`src/rtl/qpsk_pkg.sv`:
```
// Shared QPSK types, reference tables and symbol encodings for the
// waveform generators and the symbol demodulator.
package qpsk_pkg;

  localparam int SPS      = 16;
  localparam int MID      = 141;
  localparam int SAMPLE_W = 9;
  localparam int XC_W     = 10;
  localparam int COEF_W   = 8;
  localparam int PROD_W   = 18;
  localparam int ACC_W    = 22;

  typedef logic [SAMPLE_W-1:0]      sample_t;
  typedef logic signed [XC_W-1:0]   centered_t;
  typedef logic signed [COEF_W-1:0] coef_t;
  typedef logic signed [PROD_W-1:0] prod_t;
  typedef logic signed [ACC_W-1:0]  acc_t;
  typedef logic [3:0]               idx_t;

  // {cos_bit, sin_bit}: 1 selects the positive carrier component
  typedef enum logic [1:0] {
    SYM_00 = 2'b00,
    SYM_01 = 2'b01,
    SYM_10 = 2'b10,
    SYM_11 = 2'b11
  } sym_e;

  localparam coef_t COS_LUT [SPS] = '{
    8'sd127,  8'sd117,  8'sd90,   8'sd49,
    8'sd0,   -8'sd49,  -8'sd90,  -8'sd117,
   -8'sd127, -8'sd117, -8'sd90,  -8'sd49,
    8'sd0,    8'sd49,   8'sd90,   8'sd117
  };

  localparam coef_t SIN_LUT [SPS] = '{
    8'sd0,    8'sd49,   8'sd90,   8'sd117,
    8'sd127,  8'sd117,  8'sd90,   8'sd49,
    8'sd0,   -8'sd49,  -8'sd90,  -8'sd117,
   -8'sd127, -8'sd117, -8'sd90,  -8'sd49
  };

  function automatic acc_t acc_abs(input acc_t a);
    return a[ACC_W-1] ? -a : a;
  endfunction

endpackage

```
`src/rtl/qpsk_correlator.sv`:
```
// One MAC lane of the QPSK demodulator: table lookup, multiply and
// accumulate over a symbol period; sum_o is the running total incl. this sample.
module qpsk_correlator
  import qpsk_pkg::*;
#(
  parameter bit LANE_SIN = 1'b0
) (
  input  logic      clk,
  input  logic      rst,
  input  logic      en_i,
  input  logic      first_i,
  input  centered_t xc_i,
  input  idx_t      k_i,
  output acc_t      sum_o
);

  coef_t coef;
  prod_t prod;
  acc_t  acc_q;
  acc_t  base;

  assign coef  = LANE_SIN ? SIN_LUT[k_i] : COS_LUT[k_i];
  assign prod  = prod_t'(xc_i) * prod_t'(coef);
  assign base  = first_i ? acc_t'(0) : acc_q;
  assign sum_o = base + acc_t'(prod);

  always_ff @(posedge clk or posedge rst) begin
    if (rst) begin
      acc_q <= '0;
    end else if (en_i) begin
      acc_q <= sum_o;
    end
  end

endmodule

```
`src/rtl/qpsk_symbol_demod.sv`:
```
// QPSK symbol demodulator: hunts for sym_sync, correlates 16 samples per symbol.
// Optional low-confidence flag sym_err under QPSK_DEMOD_SYM_ERR_EN.
module qpsk_symbol_demod
  import qpsk_pkg::*;
#(
  parameter int DATA_W = qpsk_pkg::SAMPLE_W,
  parameter int MID    = qpsk_pkg::MID
`ifdef QPSK_DEMOD_SYM_ERR_EN
  ,
  parameter int ERR_THRESH = 20000
`endif
) (
  input  logic              clk,
  input  logic              rst,
  input  logic [DATA_W-1:0] sample_in,
  input  logic              sample_valid,
  input  logic              sym_sync,
  output logic [1:0]        sym_out,
  output logic              sym_valid,
  output logic              locked
`ifdef QPSK_DEMOD_SYM_ERR_EN
  ,
  output logic              sym_err
`endif
);

  typedef enum logic {
    HUNT  = 1'b0,
    TRACK = 1'b1
  } state_e;

  state_e state_q, state_d;
  idx_t   k_q, k_d, cur_k;
  logic   take;

  always_ff @(posedge clk or posedge rst) begin
    if (rst) begin
      state_q <= HUNT;
      k_q     <= '0;
    end else begin
      state_q <= state_d;
      k_q     <= k_d;
    end
  end

  // A sync-qualified sample always becomes k=0, which also drops a partial symbol
  always_comb begin
    state_d = state_q;
    k_d     = k_q;
    take    = 1'b0;
    cur_k   = sym_sync ? idx_t'(0) : k_q;
    unique case (state_q)
      HUNT: begin
        if (sample_valid && sym_sync) begin
          take    = 1'b1;
          state_d = TRACK;
          k_d     = idx_t'(1);
        end
      end
      TRACK: begin
        if (sample_valid) begin
          take = 1'b1;
          k_d  = cur_k + idx_t'(1);
        end
      end
      default: state_d = HUNT;
    endcase
  end

  logic      s1_valid_q;
  logic      s1_last_q;
  centered_t s1_xc_q;
  idx_t      s1_k_q;
  centered_t xc_d;

  assign xc_d = centered_t'({1'b0, sample_in}) - centered_t'(MID);

  always_ff @(posedge clk or posedge rst) begin
    if (rst) begin
      s1_valid_q <= 1'b0;
      s1_last_q  <= 1'b0;
      s1_xc_q    <= '0;
      s1_k_q     <= '0;
    end else begin
      s1_valid_q <= take;
      if (take) begin
        s1_xc_q   <= xc_d;
        s1_k_q    <= cur_k;
        s1_last_q <= (cur_k == idx_t'(SPS - 1));
      end
    end
  end

  acc_t sum_i, sum_q;
  logic first;

  assign first = (s1_k_q == idx_t'(0));

  qpsk_correlator #(.LANE_SIN(1'b0)) u_corr_i (
    .clk     (clk),
    .rst     (rst),
    .en_i    (s1_valid_q),
    .first_i (first),
    .xc_i    (s1_xc_q),
    .k_i     (s1_k_q),
    .sum_o   (sum_i)
  );

  qpsk_correlator #(.LANE_SIN(1'b1)) u_corr_q (
    .clk     (clk),
    .rst     (rst),
    .en_i    (s1_valid_q),
    .first_i (first),
    .xc_i    (s1_xc_q),
    .k_i     (s1_k_q),
    .sum_o   (sum_q)
  );

  logic       dec;
  logic [1:0] sym_q;
  logic       sym_valid_q;

  assign dec = s1_valid_q && s1_last_q;

  always_ff @(posedge clk or posedge rst) begin
    if (rst) begin
      sym_q       <= '0;
      sym_valid_q <= 1'b0;
    end else begin
      sym_valid_q <= dec;
      if (dec) begin
        sym_q <= {sum_i > acc_t'(0), sum_q > acc_t'(0)};
      end
    end
  end

  assign sym_out   = sym_q;
  assign sym_valid = sym_valid_q;
  assign locked    = (state_q == TRACK);

`ifdef QPSK_DEMOD_SYM_ERR_EN
  logic err_q;

  always_ff @(posedge clk or posedge rst) begin
    if (rst) begin
      err_q <= 1'b0;
    end else if (dec) begin
      err_q <= (acc_abs(sum_i) < acc_t'(ERR_THRESH)) ||
               (acc_abs(sum_q) < acc_t'(ERR_THRESH));
    end
  end

  assign sym_err = err_q;
`endif

endmodule

```
`config.mk`:
```
export PLATFORM = sky130hd
export DESIGN_NAME = qpsk_symbol_demod
export DESIGN_NICKNAME = d
export VERILOG_FILES = /design/src/rtl/qpsk_pkg.sv /design/src/rtl/qpsk_correlator.sv /design/src/rtl/qpsk_symbol_demod.sv
export SDC_FILE = /design/constraint.sdc
export NUM_CORES = 1
export LEC_CHECK = 0
export BUFFER_PORTS_ARGS = -buffer_cell sky130_fd_sc_hd__buf_2
export CORE_MARGIN = 1
export CORE_UTILIZATION = 44
export CTS_CLUSTER_SIZE = 20
export DETAILED_ROUTE_END_ITERATION = 8
export HOLD_SLACK_MARGIN = 0.1
export SETUP_SLACK_MARGIN = 0.15
export SLEW_MARGIN = 10
export SYNTH_ARGS = -nofsm -noshare
export SYNTH_HDL_FRONTEND = slang
export SYNTH_HIERARCHICAL = 1
export SYNTH_SLANG_ARGS = --single-unit
export TNS_END_PERCENT = 20
```
`constraint.sdc`:
```
create_clock -name clk -period 17.1 [get_ports clk]
set_input_delay 3.42 -clock clk [delete_from_list [all_inputs] [get_ports clk]]
set_output_delay 3.42 -clock clk [all_outputs]
set_load 0.02 [all_outputs]
```
==> impl_summary.txt, run 1 <==
----------------------------------------------------
[Cells and area]
  Ant diodes ... 0
  Area added between synthesis and finish ... 6.56%
  Post-layout net count ... 1512
  Share of post-route cells with drive strength above 1 ... ~8.5%
  Final Non-Filler Cells ... between 1500 and 2000

[Synthesis]
  YS warnings ... 6
  Dominant register cell in the synthesized netlist ... dfrtp_1
  Mapped Nets ... 1498
  Avg Cell Area, Syn ... approximately 10 um2
  Sequential share of the synthesized area ... ~15%
  Netlist Area Pre-Place ... about 0.012 mm2
  Count of flip-flops with a built-in enable after synthesis ... 0
  Number of distinct library cells after synthesis ... 66
  Share of flip-flops with an asynchronous set or reset after synthesis ... between 90% and 100%
  Synthesized netlist cell count ... ~1200
  Number of synthesized register bits ... between 60 and 70

[STA]
  Number of slew-limit violations in the final report ... 0
  Endpoints failing setup ... 0
  Measured slew at the worst slew-check pin ... approximately 1.0 ns
  Setup repair after global routing missed its margin ... no
  Setup tns final ... 0 ns
  Post-route setup slack ... between 9 and 10 ns
  Share of the clock period used by the worst path ... between 40% and 50%
  Clock tree skew after final layout ... approximately 0.0090 ns
  Time the worst path needs with I/O delays and setup ... between 7 and 8 ns
  Worst slack on hold paths ... between 0.5 and 0.6 ns
  Maximum achievable frequency ... approximately 130 MHz
  Slew Limit Headroom ... a little under a third
  Final-report hold violation count ... 0

[Clock network]
  Root Buffer Master ... clkbuf_16
  Number of levels the H-tree was split into ... 3
  CTS tree ... built
  Total clock buffers created by CTS ... 9
  Post-CTS resize count ... 0
  Setup Buffers After CTS ... 0
  Clock sinks ... ~70
  Clock input transition at the sequential cells of the worst setup and hold paths ... approximately 0.060 ns
  Number of buffers on the longest clock path ... 2
  Hold-fix buffers at CTS ... 0
  Insertion delay to the later sink of the worst-skew pair ... between 0.3 and 0.4 ns

[Worst setup path]
  Data required, critical path ... roughly 17 ns
  Endpoint of the worst register-to-register path ... sym_out[1]
  Startpoint kind of the worst setup timing path ... flip-flop
  Worst reg-to-reg setup slack ... about 9.6 ns
  Kind of capture point of the worst setup path ... flip-flop
  Beginning of the worst register-to-register path ... s1_k_q[0]
  Depth of the most critical reg-to-reg path ... 23
  Worst Path Class, Setup ... flip-flop to flip-flop
  CP arrival ... just under 8 ns
  Largest fanout on the critical path ... 14

[Detailed routing]
  Per-cell routed wire length ... approximately 16 um
  Detailed router's first-iteration violation count ... approximately 330
  Antenna Nets Post-Route ... 0
  Final routed DRC violation total ... 0
  Via total after detailed routing ... between 7000 and 8000
  First-pass iteration count of the detailed router ... 4
  Drt via density ... ~5.2
  Final routed wirelength across all metal layers ... ~25 mm

[Global route]
  Global-route total usage across every layer ... between 20% and 30%
  Initial antenna violation count ... 0
  Remaining global-route overflow ... 0
  Via count of the first global-routing pass ... about 8600
  Maximum number of pins on one net before global-route repair ... 38
  Global-route wire length before repair ... 43.4 mm

[Floorplan]
  DIE HEIGHT ... 165 um
  Area of the placeable core ... around 0.026 mm2
  Die boundary width ... roughly 170 um
  Std cell rows ... between 50 and 60
  Full die area ... ~0.027 mm2
  I/O pin total ... 17
  Initial core utilization ... between 40 and 50%

[Placement]
  Placed cell count ... approximately 1500
  Count of input and output buffers ... 16
  Hpwl dp ... 19.8 mm
  Global placement routability congestion ... 0.855
  Setup slack after placement ... 9.58 ns

[Hold path]
  Worst hold path class ... flip-flop to flip-flop
  Source of the worst hold timing path ... u_corr_q/acc_q[10]
  Cell count of the worst hold path ... 1
  WHS Endpoint ... u_corr_q/acc_q[10]

[Status]
  Status ... finished, final reports clean

[Flow run]
  Count of maximum capacitance violations ... 0

----------------------------------------------------
==> sequential cells by signal, indices dropped and copies added, names as in the netlist <==
register        flops
u_corr_i/acc_q     22
s1_k_q              4
s1_last_q           1
sym_valid           1
k_q                 4
u_corr_q/acc_q     22
sym_out             2
locked              1
s1_valid_q          1
s1_xc_q            10
==> critical path, stage by stage (launching register included) <==
cell       delay, ns
dfrtp_1         0.61
inv_1           0.15
ha_1            0.27
nor3_1          0.27
nor3_1          0.08
a21oi_1         0.73
nand2b_1        0.22
fa_1            0.44
fa_1            0.50
inv_1           0.06
fa_1            0.50
fa_1            0.52
fa_1            0.48
ha_1            0.36
a21oi_1         0.19
nor2_1          0.07
o41a_1          0.36
o2111ai_1       0.35
a21boi_0        0.16
or3_1           0.35
and2_1          0.17
nor3_1          0.20
nand4_1         0.11
o21a_1          0.20
==> placed cells by master (no fill, tap or decap), types with 15 or more instances in the layout <==
cell and n:
dfrtp_1 67, mux2_2 41, fa_1 204, ha_1 113, inv_1 196, nand2_1 76, o21ai_0 22, nor2_1 46
and2_1 85, buf_2 16, xor2_1 15, xnor2_1 31, a21oi_1 41, nor2b_1 36, nand2b_1 23
==> area by class of cell <==
| cell class | instances | area, um2 |
|---|---|---|
| timing repair buffer | 23 | 133 |
| inverter | 197 | 739 |
| tap | 335 | 419 |
| sequential | 68 | 1700 |
| fill | 2472 | 13600 |
| clock buffer | 10 | 239 |
| clock inverter | 5 | 52.6 |
| multi-input combinational | 883 | 9190 |
==> metal layers <==
layer	vias to the layer above	routed length, um	global-route usage [%]
met1	4064	12000	28.5
met2	94	11900	34.6
met3	30	529	1.60
met4	0	572	6.92
met5	-	0	0
li1	3768	-	-
==> logic make-up (layout without fill, tap and decap cells) <==
family	after synthesis	count (layout)	share of synthesized area [%]
buffers and inverters	217	235	7.02
AOI/OAI and AO/OA	143	143	8.19
DFF	68	68	14.5
and+or+nand+nor	326	326	14.8
muxes	51	51	4.99
adders and majority gates	317	317	47.0
xor gates and xnor gates	46	46	3.44
==> how the worst max path moves through the flow <==
| stage | start | to | slack [ns] |
|---|---|---|---|
| after CTS | s1_k_q[0] | sym_out[1] | 9.56 |
| after global routing | s1_k_q[0] | sym_out[1] | 9.08 |
| after floorplan | s1_k_q[0] | sym_out[1] | 10.64 |
| after global placement | s1_k_q[0] | sym_out[1] | 9.70 |
| final | s1_k_q[0] | sym_out[1] | 9.63 |
| after detailed placement | s1_k_q[0] | sym_out[1] | 9.58 |
==> metrics by stage <==
step	cell area [um2]	utilization (%)
5_1_grt	12500	47.9
4_1_cts	12500	47.9
3_3_place_gp	12200	46.7
3_5_place_dp	12200	46.7
2_1_floorplan	11700	-
6_report	12500	47.9
==> cell usage after synthesis (all sizes together), types with 12 or more instances <==
library cell / instances / area, um2
ha: 113 / 1410
nor2: 46 / 173
xor2: 15 / 131
nand3: 12 / 60.1
mux2: 43 / 492
fa: 204 / 4080
and2: 86 / 541
nand2b: 23 / 144
xnor2: 31 / 272
nor2b: 36 / 225
o21ai: 25 / 129
inv: 197 / 739
a21oi: 42 / 214
o21a: 12 / 90.1
clkbuf: 19 / 71.3
dfrtp: 68 / 1700
nand2: 76 / 285
nor3: 12 / 60.1
Power of run 1 is not shown: default switching activity piles up to over one toggle a cycle in this logic, so the estimate is an artifact.
==> inputs of run 2 (changes only) <==
==> constraint.sdc (replaced) <==
create_clock -name clk -period 7.1 [get_ports clk]
set_input_delay 1.42 -clock clk [delete_from_list [all_inputs] [get_ports clk]]
set_output_delay 1.42 -clock clk [all_outputs]
set_load 0.02 [all_outputs]
==> run 2 against run 1 <==
Compared with the run above:
- routed wire length increased by 1.2%
- core utilization increased by 0.65 points
- clock skew about the same
- final cell count increased by 1.3%
- flip-flop and latch count unchanged
- sequential share of layout area decreased by 0.18 points
- fmax increased by 12%
- final area increased by 1.4%
- first-iteration DRC count increased by 52%
- die area unchanged
- setup slack got worse by 9.2 ns
- worst hold slack got worse by 0.00097 ns
- critical endpoint unchanged
==> impl_summary.txt, run 2 (synthesized netlist as in run 1, its figures left out) <==
----------------------------------------------------
[Clock network]
  Total clock buffers created by CTS ... 9
  Clock sinks ... between 60 and 70
  Setup Buffers After CTS ... 0
  Number of levels the H-tree was split into ... 3
  Root Buffer Master ... clkbuf_16
  Number of buffers on the longest clock path ... 2
  CTS tree ... built
  Clock input transition at the sequential cells of the worst setup and hold paths ... approximately 0.070 ns
  Insertion delay to the later sink of the worst-skew pair ... 0.35 ns

[Cells and area]
  Fillers ... between 2000 and 2500
  Area added between synthesis and finish ... 8.02%
  Share of post-route cells with drive strength above 1 ... between 10 and 15%
  Top flop regs ... u_corr_i/acc_q x22, u_corr_q/acc_q x22, s1_xc_q x10
  Most common library cell in the layout ignoring fill and taps ... fa_1
  Post-layout net count ... 1530
  Commonest non-fill, non-tap cells in the layout ... fa_1 (204), inv_1 (196), ha_1 (113), and2_1 (85), nand2_1 (75)

[STA]
  Post-route setup slack ... 0.406 ns
  Endpoints failing setup ... 0
  Time the worst path needs with I/O delays and setup ... between 6 and 7 ns
  Number of slew-limit violations in the final report ... 0
  Share of the clock period used by the worst path ... between 90% and 100%
  Slew Limit Headroom ... between 30% and 40%
  Worst slack on hold paths ... ~0.5 ns
  Setup repair after global routing missed its margin ... yes
  Maximum achievable frequency ... approximately 150 MHz
  Setup tns final ... 0 ns
  Measured slew at the worst slew-check pin ... about 1.0 ns
  Clock tree skew after final layout ... between 0.009 and 0.01 ns
  Final-report hold violation count ... 0

[Global route]
  Global-route total usage across every layer ... about a fifth
  Initial antenna violation count ... 1
  Via count of the first global-routing pass ... a little under 9000
  Global-route wire length before repair ... 44.1 mm
  Remaining global-route overflow ... 0
  Maximum number of pins on one net before global-route repair ... 52

[Detailed routing]
  First-pass iteration count of the detailed router ... 6
  Final routed DRC violation total ... 0
  Final routed wirelength across all metal layers ... about 25 mm
  Antenna Nets Post-Route ... 0
  Via total after detailed routing ... about 8100
  Detailed router's first-iteration violation count ... between 500 and 600
  Per-cell routed wire length ... 16.4 um
  Drt via density ... around 5.3

[Floorplan]
  I/O pin total ... 17
  Initial core utilization ... approximately 45%
  Full die area ... approximately 0.027 mm2
  Area of the placeable core ... roughly 0.026 mm2
  DIE HEIGHT ... 165 um
  Die boundary width ... ~170 um
  Std cell rows ... between 50 and 60

[Worst setup path]
  Crit path from ... s1_k_q[2]
  Depth of the most critical reg-to-reg path ... 23
  Largest fanout on the critical path ... 12
  Startpoint kind of the worst setup timing path ... flip-flop
  Kind of capture point of the worst setup path ... flip-flop
  Worst reg-to-reg setup slack ... between 0.4 and 0.5 ns
  Endpoint of the worst register-to-register path ... sym_out[1]
  CP arrival ... approximately 7 ns
  Data required, critical path ... 7.35 ns
  Worst Path Class, Setup ... flip-flop to flip-flop
  Beginning of the worst register-to-register path ... s1_k_q[2]

[Placement]
  Global placement routability congestion ... between 0.9 and 1
  Setup slack after placement ... between 0.2 and 0.25 ns
  Count of input and output buffers ... 16
  Hpwl dp ... around 20 mm

[Status]
  Status ... finished, final reports clean

[Hold path]
  Cell count of the worst hold path ... 1
  Source of the worst hold timing path ... u_corr_i/acc_q[0]
  Worst hold path class ... flip-flop to flip-flop
  WHS Endpoint ... u_corr_i/acc_q[0]

[Flow run]
  Count of maximum capacitance violations ... 0

----------------------------------------------------
## run 2: final cells by class
type | instances | area (um2) | share of cell area (%)
repair buffers | 41 | 268 | 2.12
clock inverters | 6 | 71.3 | 0.564
diodes | 1 | 2.50 | 0.0198
flip-flops and latches | 68 | 1700 | 13.5
inverters | 197 | 739 | 5.85
multi-input cells | 883 | 9200 | 72.8
clock buffers | 10 | 239 | 1.89
well taps | 335 | 419 | 3.32
## run 2: critical path, cell delays in order, from the launching register on
cell       delay (ns)
dfrtp_1          0.56
inv_1            0.20
nor2_1           0.26
nor3_1           0.09
a21oi_1          0.14
buf_4            0.19
nand2b_1         0.15
fa_1             0.45
fa_1             0.49
inv_1            0.06
fa_1             0.50
fa_1             0.52
fa_1             0.49
ha_1             0.36
a21oi_1          0.17
nor2_1           0.07
o41a_1           0.36
o2111ai_1        0.33
a21boi_0         0.16
or3_1            0.35
and2_1           0.17
nor3_1           0.20
nand4_1          0.12
o21a_1           0.21
## run 2: worst max path at each step
stage | to | slack [ns] | cells after the start
after floorplan | sym_out[1] | 0.64 | 22
after global placement | sym_out[1] | 0.52 | 23
after detailed placement | sym_out[1] | 0.24 | 21
after CTS | sym_out[1] | 0.23 | 21
after global routing | sym_out[1] | 0.01 | 23
final | sym_out[1] | 0.41 | 23
## run 2: timing repair
item | in CTS | in global routing
setup endpoints to repair | 0 | 2
hold buffers | 0 | 0
resized for setup | 0 | 4
## run 2: metrics by stage
| step | util [%] | instances | cell area [um2] |
|---|---|---|---|
| after floorplan | - | 1168 | 11700 |
| after global placement | 47.3 | 1524 | 12300 |
| after detailed placement | 47.3 | 1524 | 12300 |
| after CTS | 48.4 | 1540 | 12600 |
| after global routing | 48.5 | 1541 | 12600 |
| final | 48.5 | 1541 | 12600 |
## run 2: metal layers
metal	part of all wire (%)	wire, um	GRT usage, %	vias to the layer above
li1	-	-	-	3819
met1	47	11900	29.6	4159
met2	49	12300	34.5	118
met3	2.6	648	1.85	26
met4	1.8	444	6.05	0
met5	0	0	0	-
Power of run 2 is left out for the same reason.
